<file path="src/rtl/mod_updown_counter.sv">
// ----------------------------------------------------------------------------
// mod_updown_counter
//   Parametrised synchronous up/down modulo counter. A WIDTH-bit count
//   register with enable, direction, synchronous clear/load and a selectable
//   limit behaviour: wrap (MODE=0), saturate (MODE=1) or one-shot (MODE=2).
//   The combinational terminal-count output lets counters cascade by tying
//   the next stage's en to this stage's tc.
//
// Parameters
//   WIDTH    count register width, 1..32
//   MODULUS  count range 0..MODULUS-1, legal 2..2**WIDTH
//   MODE     0 = wrap, 1 = saturate, 2 = one-shot
//
// Ports
//   clk      in   1      rising-edge clock
//   reset_n  in   1      asynchronous active-low reset
//   en       in   1      count enable (cascade input)
//   up_dn    in   1      1 = count up, 0 = count down
//   clr      in   1      synchronous clear to 0 (highest priority)
//   load     in   1      synchronous load of d (clamped to MODULUS-1)
//   d        in   WIDTH  load value
//   q        out  WIDTH  current count (registered)
//   qb       out  WIDTH  bitwise complement of q
//   tc       out  1      en && q at the limit for the current direction
//   done     out  1      one-shot finished flag (registered, 0 unless MODE=2)
// ----------------------------------------------------------------------------
module mod_updown_counter #(
  parameter int              WIDTH   = 4,
  parameter longint unsigned MODULUS = 64'd10,
  parameter int              MODE    = 0
) (
  input  logic             clk,
  input  logic             reset_n,
  input  logic             en,
  input  logic             up_dn,
  input  logic             clr,
  input  logic             load,
  input  logic [WIDTH-1:0] d,
  output logic [WIDTH-1:0] q,
  output logic [WIDTH-1:0] qb,
  output logic             tc,
  output logic             done
);

  // Reject illegal configurations at elaboration time.
  if (WIDTH < 1 || WIDTH > 32) begin : g_bad_width
    $error("mod_updown_counter: WIDTH must be in 1..32");
  end
  if (MODULUS < 64'd2 || MODULUS > (64'd1 << WIDTH)) begin : g_bad_modulus
    $error("mod_updown_counter: MODULUS must be in 2..2**WIDTH");
  end
  if (MODE < 0 || MODE > 2) begin : g_bad_mode
    $error("mod_updown_counter: MODE must be 0, 1 or 2");
  end

  localparam logic [WIDTH-1:0] LIMIT_HI = WIDTH'(MODULUS - 64'd1);
  localparam logic [WIDTH-1:0] LIMIT_LO = {WIDTH{1'b0}};

  // One-shot sequencing. Outside MODE=2 the state never leaves ST_RUN.
  typedef enum logic {
    ST_RUN  = 1'b0,
    ST_DONE = 1'b1
  } state_t;

  // Load value clamped into the legal count range.
  function automatic logic [WIDTH-1:0] f_clamp_load(input logic [WIDTH-1:0] val);
    logic [WIDTH-1:0] res;
    if (64'(val) < MODULUS) begin
      res = val;
    end else begin
      res = LIMIT_HI;
    end
    return res;
  endfunction

  // Plain WIDTH-bit increment/decrement; limit handling is done by the caller.
  function automatic logic [WIDTH-1:0] f_step(input logic [WIDTH-1:0] val,
                                              input logic             dir_up);
    logic [WIDTH-1:0] res;
    if (dir_up) begin
      res = val + WIDTH'(1'b1);
    end else begin
      res = val - WIDTH'(1'b1);
    end
    return res;
  endfunction

  logic [WIDTH-1:0] r_q;
  logic             r_done;
  state_t           r_state;

  logic [WIDTH-1:0] w_q_nxt;
  logic             w_done_nxt;
  state_t           w_state_nxt;
  logic [WIDTH-1:0] w_limit;
  logic             w_at_limit;

  // Limit for the current direction and terminal-count detect.
  always_comb begin
    w_limit    = LIMIT_LO;
    w_at_limit = 1'b0;
    if (up_dn) begin
      w_limit = LIMIT_HI;
    end else begin
      w_limit = LIMIT_LO;
    end
    w_at_limit = (r_q == w_limit);
  end

  // Next-state logic: clr > load > en; one-shot freezes once finished.
  always_comb begin
    w_q_nxt     = r_q;
    w_done_nxt  = r_done;
    w_state_nxt = r_state;
    if (clr) begin
      w_q_nxt     = {WIDTH{1'b0}};
      w_done_nxt  = 1'b0;
      w_state_nxt = ST_RUN;
    end else if (load) begin
      w_q_nxt     = f_clamp_load(d);
      w_done_nxt  = 1'b0;
      w_state_nxt = ST_RUN;
    end else if (en) begin
      case (r_state)
        ST_RUN: begin
          if (!w_at_limit) begin
            w_q_nxt = f_step(r_q, up_dn);
          end else begin
            case (MODE)
              0: begin
                // Wrap to the opposite end of the range.
                if (up_dn) begin
                  w_q_nxt = LIMIT_LO;
                end else begin
                  w_q_nxt = LIMIT_HI;
                end
              end
              1: begin
                w_q_nxt = r_q;
              end
              2: begin
                w_q_nxt     = r_q;
                w_done_nxt  = 1'b1;
                w_state_nxt = ST_DONE;
              end
              default: begin
                w_q_nxt = r_q;
              end
            endcase
          end
        end
        ST_DONE: begin
          // Frozen until clr or load, regardless of en/up_dn.
          w_q_nxt     = r_q;
          w_done_nxt  = 1'b1;
          w_state_nxt = ST_DONE;
        end
        default: begin
          w_q_nxt     = r_q;
          w_done_nxt  = 1'b0;
          w_state_nxt = ST_RUN;
        end
      endcase
    end else begin
      w_q_nxt     = r_q;
      w_done_nxt  = r_done;
      w_state_nxt = r_state;
    end
  end

  // Count, done flag and one-shot state registers.
  always_ff @(posedge clk or negedge reset_n) begin
    if (!reset_n) begin
      r_q     <= {WIDTH{1'b0}};
      r_done  <= 1'b0;
      r_state <= ST_RUN;
    end else begin
      r_q     <= w_q_nxt;
      r_done  <= w_done_nxt;
      r_state <= w_state_nxt;
    end
  end

  assign q    = r_q;
  assign qb   = ~r_q;
  assign tc   = en & w_at_limit;
  assign done = r_done;

endmodule

</file>
<file path="config.mk">
export PLATFORM = sky130hd
export DESIGN_NAME = mod_updown_counter
export DESIGN_NICKNAME = d
export VERILOG_FILES = /design/src/rtl/mod_updown_counter.sv
export SDC_FILE = /design/constraint.sdc
export NUM_CORES = 1
export LEC_CHECK = 0
export BUFFER_PORTS_ARGS = -buffer_cell sky130_fd_sc_hd__buf_2
export CAP_MARGIN = 15
export CORE_AREA = 8 8 45 47
export CTS_BUF_LIST = sky130_fd_sc_hd__clkbuf_2 sky130_fd_sc_hd__clkbuf_4 sky130_fd_sc_hd__clkbuf_8
export CTS_CLUSTER_SIZE = 16
export DETAILED_ROUTE_END_ITERATION = 8
export DIE_AREA = 0 0 53 55
export PLACE_DENSITY_LB_ADDON = 0.1
export SLEW_MARGIN = 20
export SYNTH_ARGS = -nofsm -noshare
export SYNTH_HDL_FRONTEND = slang
export SYNTH_SLANG_ARGS = --single-unit
</file>
<file path="constraint.sdc">
create_clock -name clk -period 2.4 [get_ports clk]
set_input_delay 0.24 -clock clk [delete_from_list [all_inputs] [get_ports clk]]
set_output_delay 0.24 -clock clk [all_outputs]
set_load 0.005 [all_outputs]
</file>
==> key figures <==
Worst setup path
  – CP Class: reg -> reg
  – R2R Setup Slk: 0.73 ns
  – Reg2Reg Launch Point: q[0]
  – CP startpoint: q[0]
  – Critical Path Start Type: flip-flop
  – Setup crit end: q[2]
  – Req. time, crit path: 2.51 ns
  – R2r endpoint: q[2]
  – Worst EP arrival: 1.78 ns
  – Worst-path maximum fanout: 6
  – CP endpoint kind: flip-flop
  – Worst reg2reg path depth: 6

Power
  – Internal: 218 uW
  – Comb pwr share: 33.0%
  – Sequential fraction of design power: 33.4%
  – VDD IR max: 0.000265 V
  – Sw Share: 31.3%
  – Power Density: 570 nW/um^2
  – Leak: 0.286 nW
  – Final total power: 317 uW
  – Net load switching power: 99.3 uW
  – Clock Power Share: 33.6%

Floorplan
  – Die Area: 2920 um^2
  – # IOs: 20
  – Starting density of the core: 29.3%
  – Die height: 55 um
  – Row count: 14
  – Core area: 1380 um^2
  – Die width: 53 um

Finish
  – Layout cells sized above 1: 37.1%
  – N_diodes: 0
  – Most common cell after layout, fill and taps aside: buf_2
  – Cell area after layout: 556 um^2
  – Final core occ: 40.1%
  – Nets@finish: 84
  – Most frequent cells in the layout: 19 x buf_2, 7 x inv_1, 6 x nor2_1, 5 x nor3_1, 5 x dfrtp_1
  – Finished Layout Cells: 86
  – P&R area growth vs syn: 37.0%

Synthesis
  – Sequential share of the synthesized area: 30.9%
  – Synth Register Bits: 5
  – Simple-gate share of the synthesized area: 20.1%
  – Synth warnings: 0
  – Synth Cell Area: 405 um^2
  – Netlist cell types: 24
  – Syn avg cell area: 8.63 um^2
  – Primary FF master, synth: dfrtp_1
  – Portion of netlist area occupied by mux cells: 2.47%
  – Synth async-reset ratio: 100%
  – Syn Nets: 60
  – Compound-Gate Fraction of Synth Area: 19.1%
  – EDFF count, synth: 0
  – Adder-cell area share of the yosys netlist: 11.1%
  – Main combinational cell family by area after synthesis: simple AND/OR/NAND/NOR gates
  – Area share of xor/xnor cells in the synthesized design: 8.64%
  – Cells after Synth: 47

STA
  – Setup violations, final: 0
  – Worst relative slew slack: 78.2%
  – Setup TNS Final: 0 ns
  – Worst-Margin Slew: 0.325 ns
  – Hold Fails Final Rpt: 0
  – Peak Freq: 600 MHz
  – Setup Skew: 0.000556 ns
  – Unrepaired setup endpoints after global routing: false
  – Post-route clock period utilization: 69.4%
  – Minimum clock period: 1.67 ns
  – Worst setup margin: 0.734 ns
  – Hold Slack: 0.258 ns
  – Slew Limit Fails: 0

Clock network
  – Num CTS Buffers: 3
  – CTS max path bufs: 2
  – CTS clk-pin slew, worst paths: 0.04 ns
  – Clock Latency Late Sink: 0.24 ns
  – Clk sink count: 5
  – H-tree depth: 1
  – TritonCTS clock tree: done
  – Root buffer cell: clkbuf_4

Drt
  – DR WL/cell: 13.5 um
  – WL met3: 102 um
  – Post-DRT Antenna Nets: 0
  – Via density: 4.93
  – TritonRoute pass-1 iters: 4
  – Met2 Routed Length: 535 um
  – Vias: 424
  – Total wire length: 1160 um
  – Top Metal Used: met3
  – # DRC: 0
  – Detailed Route Iter0 Violations: 13
  – Wire length on met1: 526 um

GRT
  – Initial antenna violation count: 0
  – Total GRT Usage: 8.23%
  – Overflow after GRT: 0
  – First-pass GRT wire length: 1830 um
  – Vias in the first global route: 436
  – Pin count of the biggest net entering global routing: 12

Job
  – Max_cap viols: 0

Place
  – Routability cong.: 0.741
  – DP HPWL: 943 um
  – Placed Instance Area: 515 um^2
  – Dpl ws: 0.731 ns
  – Placed cell count: 81
  – Port Buffer Count: 19

Min path
  – Hold Path Class: in -> reg

Outcome
  – Status: complete, no violations
## power by group through the flow
stage / clock network (mW) / registers (mW) / logic [mW]
floorplan: 0 / 0.105 / 0.0630
global placement: 0 / 0.108 / 0.106
detailed placement: 0 / 0.107 / 0.105
CTS: 0.111 / 0.106 / 0.108
global route: 0.119 / 0.107 / 0.121
finish: 0.106 / 0.106 / 0.105
## cell usage after synthesis (2+ instances only)
cell type,number,area [um^2]
a221oi_1,2,17.5
nor3_1,5,25.0
inv_1,7,26.3
xnor2_1,2,17.5
ha_1,2,25.0
nor2_1,6,22.5
dfrtp_1,5,125
xor2_1,2,17.5
## logic make-up after synthesis
family / after synthesis
simple gates: 16
compound gates: 10
mux: 1
xor+xnor: 4
buf+inv: 8
fa+ha+maj: 3
flops: 5
## per-layer routing
| layer | GRT usage [%] | vias up |
|---|---|---|
| met4 | 1.29 | 0 |
| li1 | - | 211 |
| met3 | 3.74 | 0 |
| met1 | 10.3 | 198 |
| met5 | 0 | - |
| met2 | 12.9 | 15 |
## registers in the layout, summed over array words and instances (netlist names)
name,flops
q,4
done,1
## layout make-up
class                      count  area, um^2
multi-input combinational     34         249
tap                           16        20.0
inverter                       7        26.3
sequential                     5         125
fill                         144         828
clock buffer                   4        30.0
timing repair buffer          20         105
## how the worst min path moves through the flow
| stage | from | to | cells past startpoint |
|---|---|---|---|
| after floorplan | reset_n | done | 0 |
| after global placement | reset_n | q[3] | 1 |
| after detailed placement | reset_n | q[3] | 1 |
| after CTS | clr | q[0] | 2 |
| after global routing | clr | q[0] | 2 |
| final | clr | q[0] | 2 |
## repair_timing
action,4_1_cts,5_1_grt
resized for setup,0,0
hold endpoints to repair,5,0
endpoints found under the setup margin,0,0
hold buffers,1,0
buffers inserted,0,0
## worst max-delay path, cell delays in order, from the launching register on
cell and delay, ns:
dfrtp_1 0.44, inv_1 0.10, fa_1 0.40, xor2_1 0.17, nor2_1 0.06, a221oi_1 0.27, nor3_1 0.09
No activity file was read; power rests on OpenSTA's default activity.
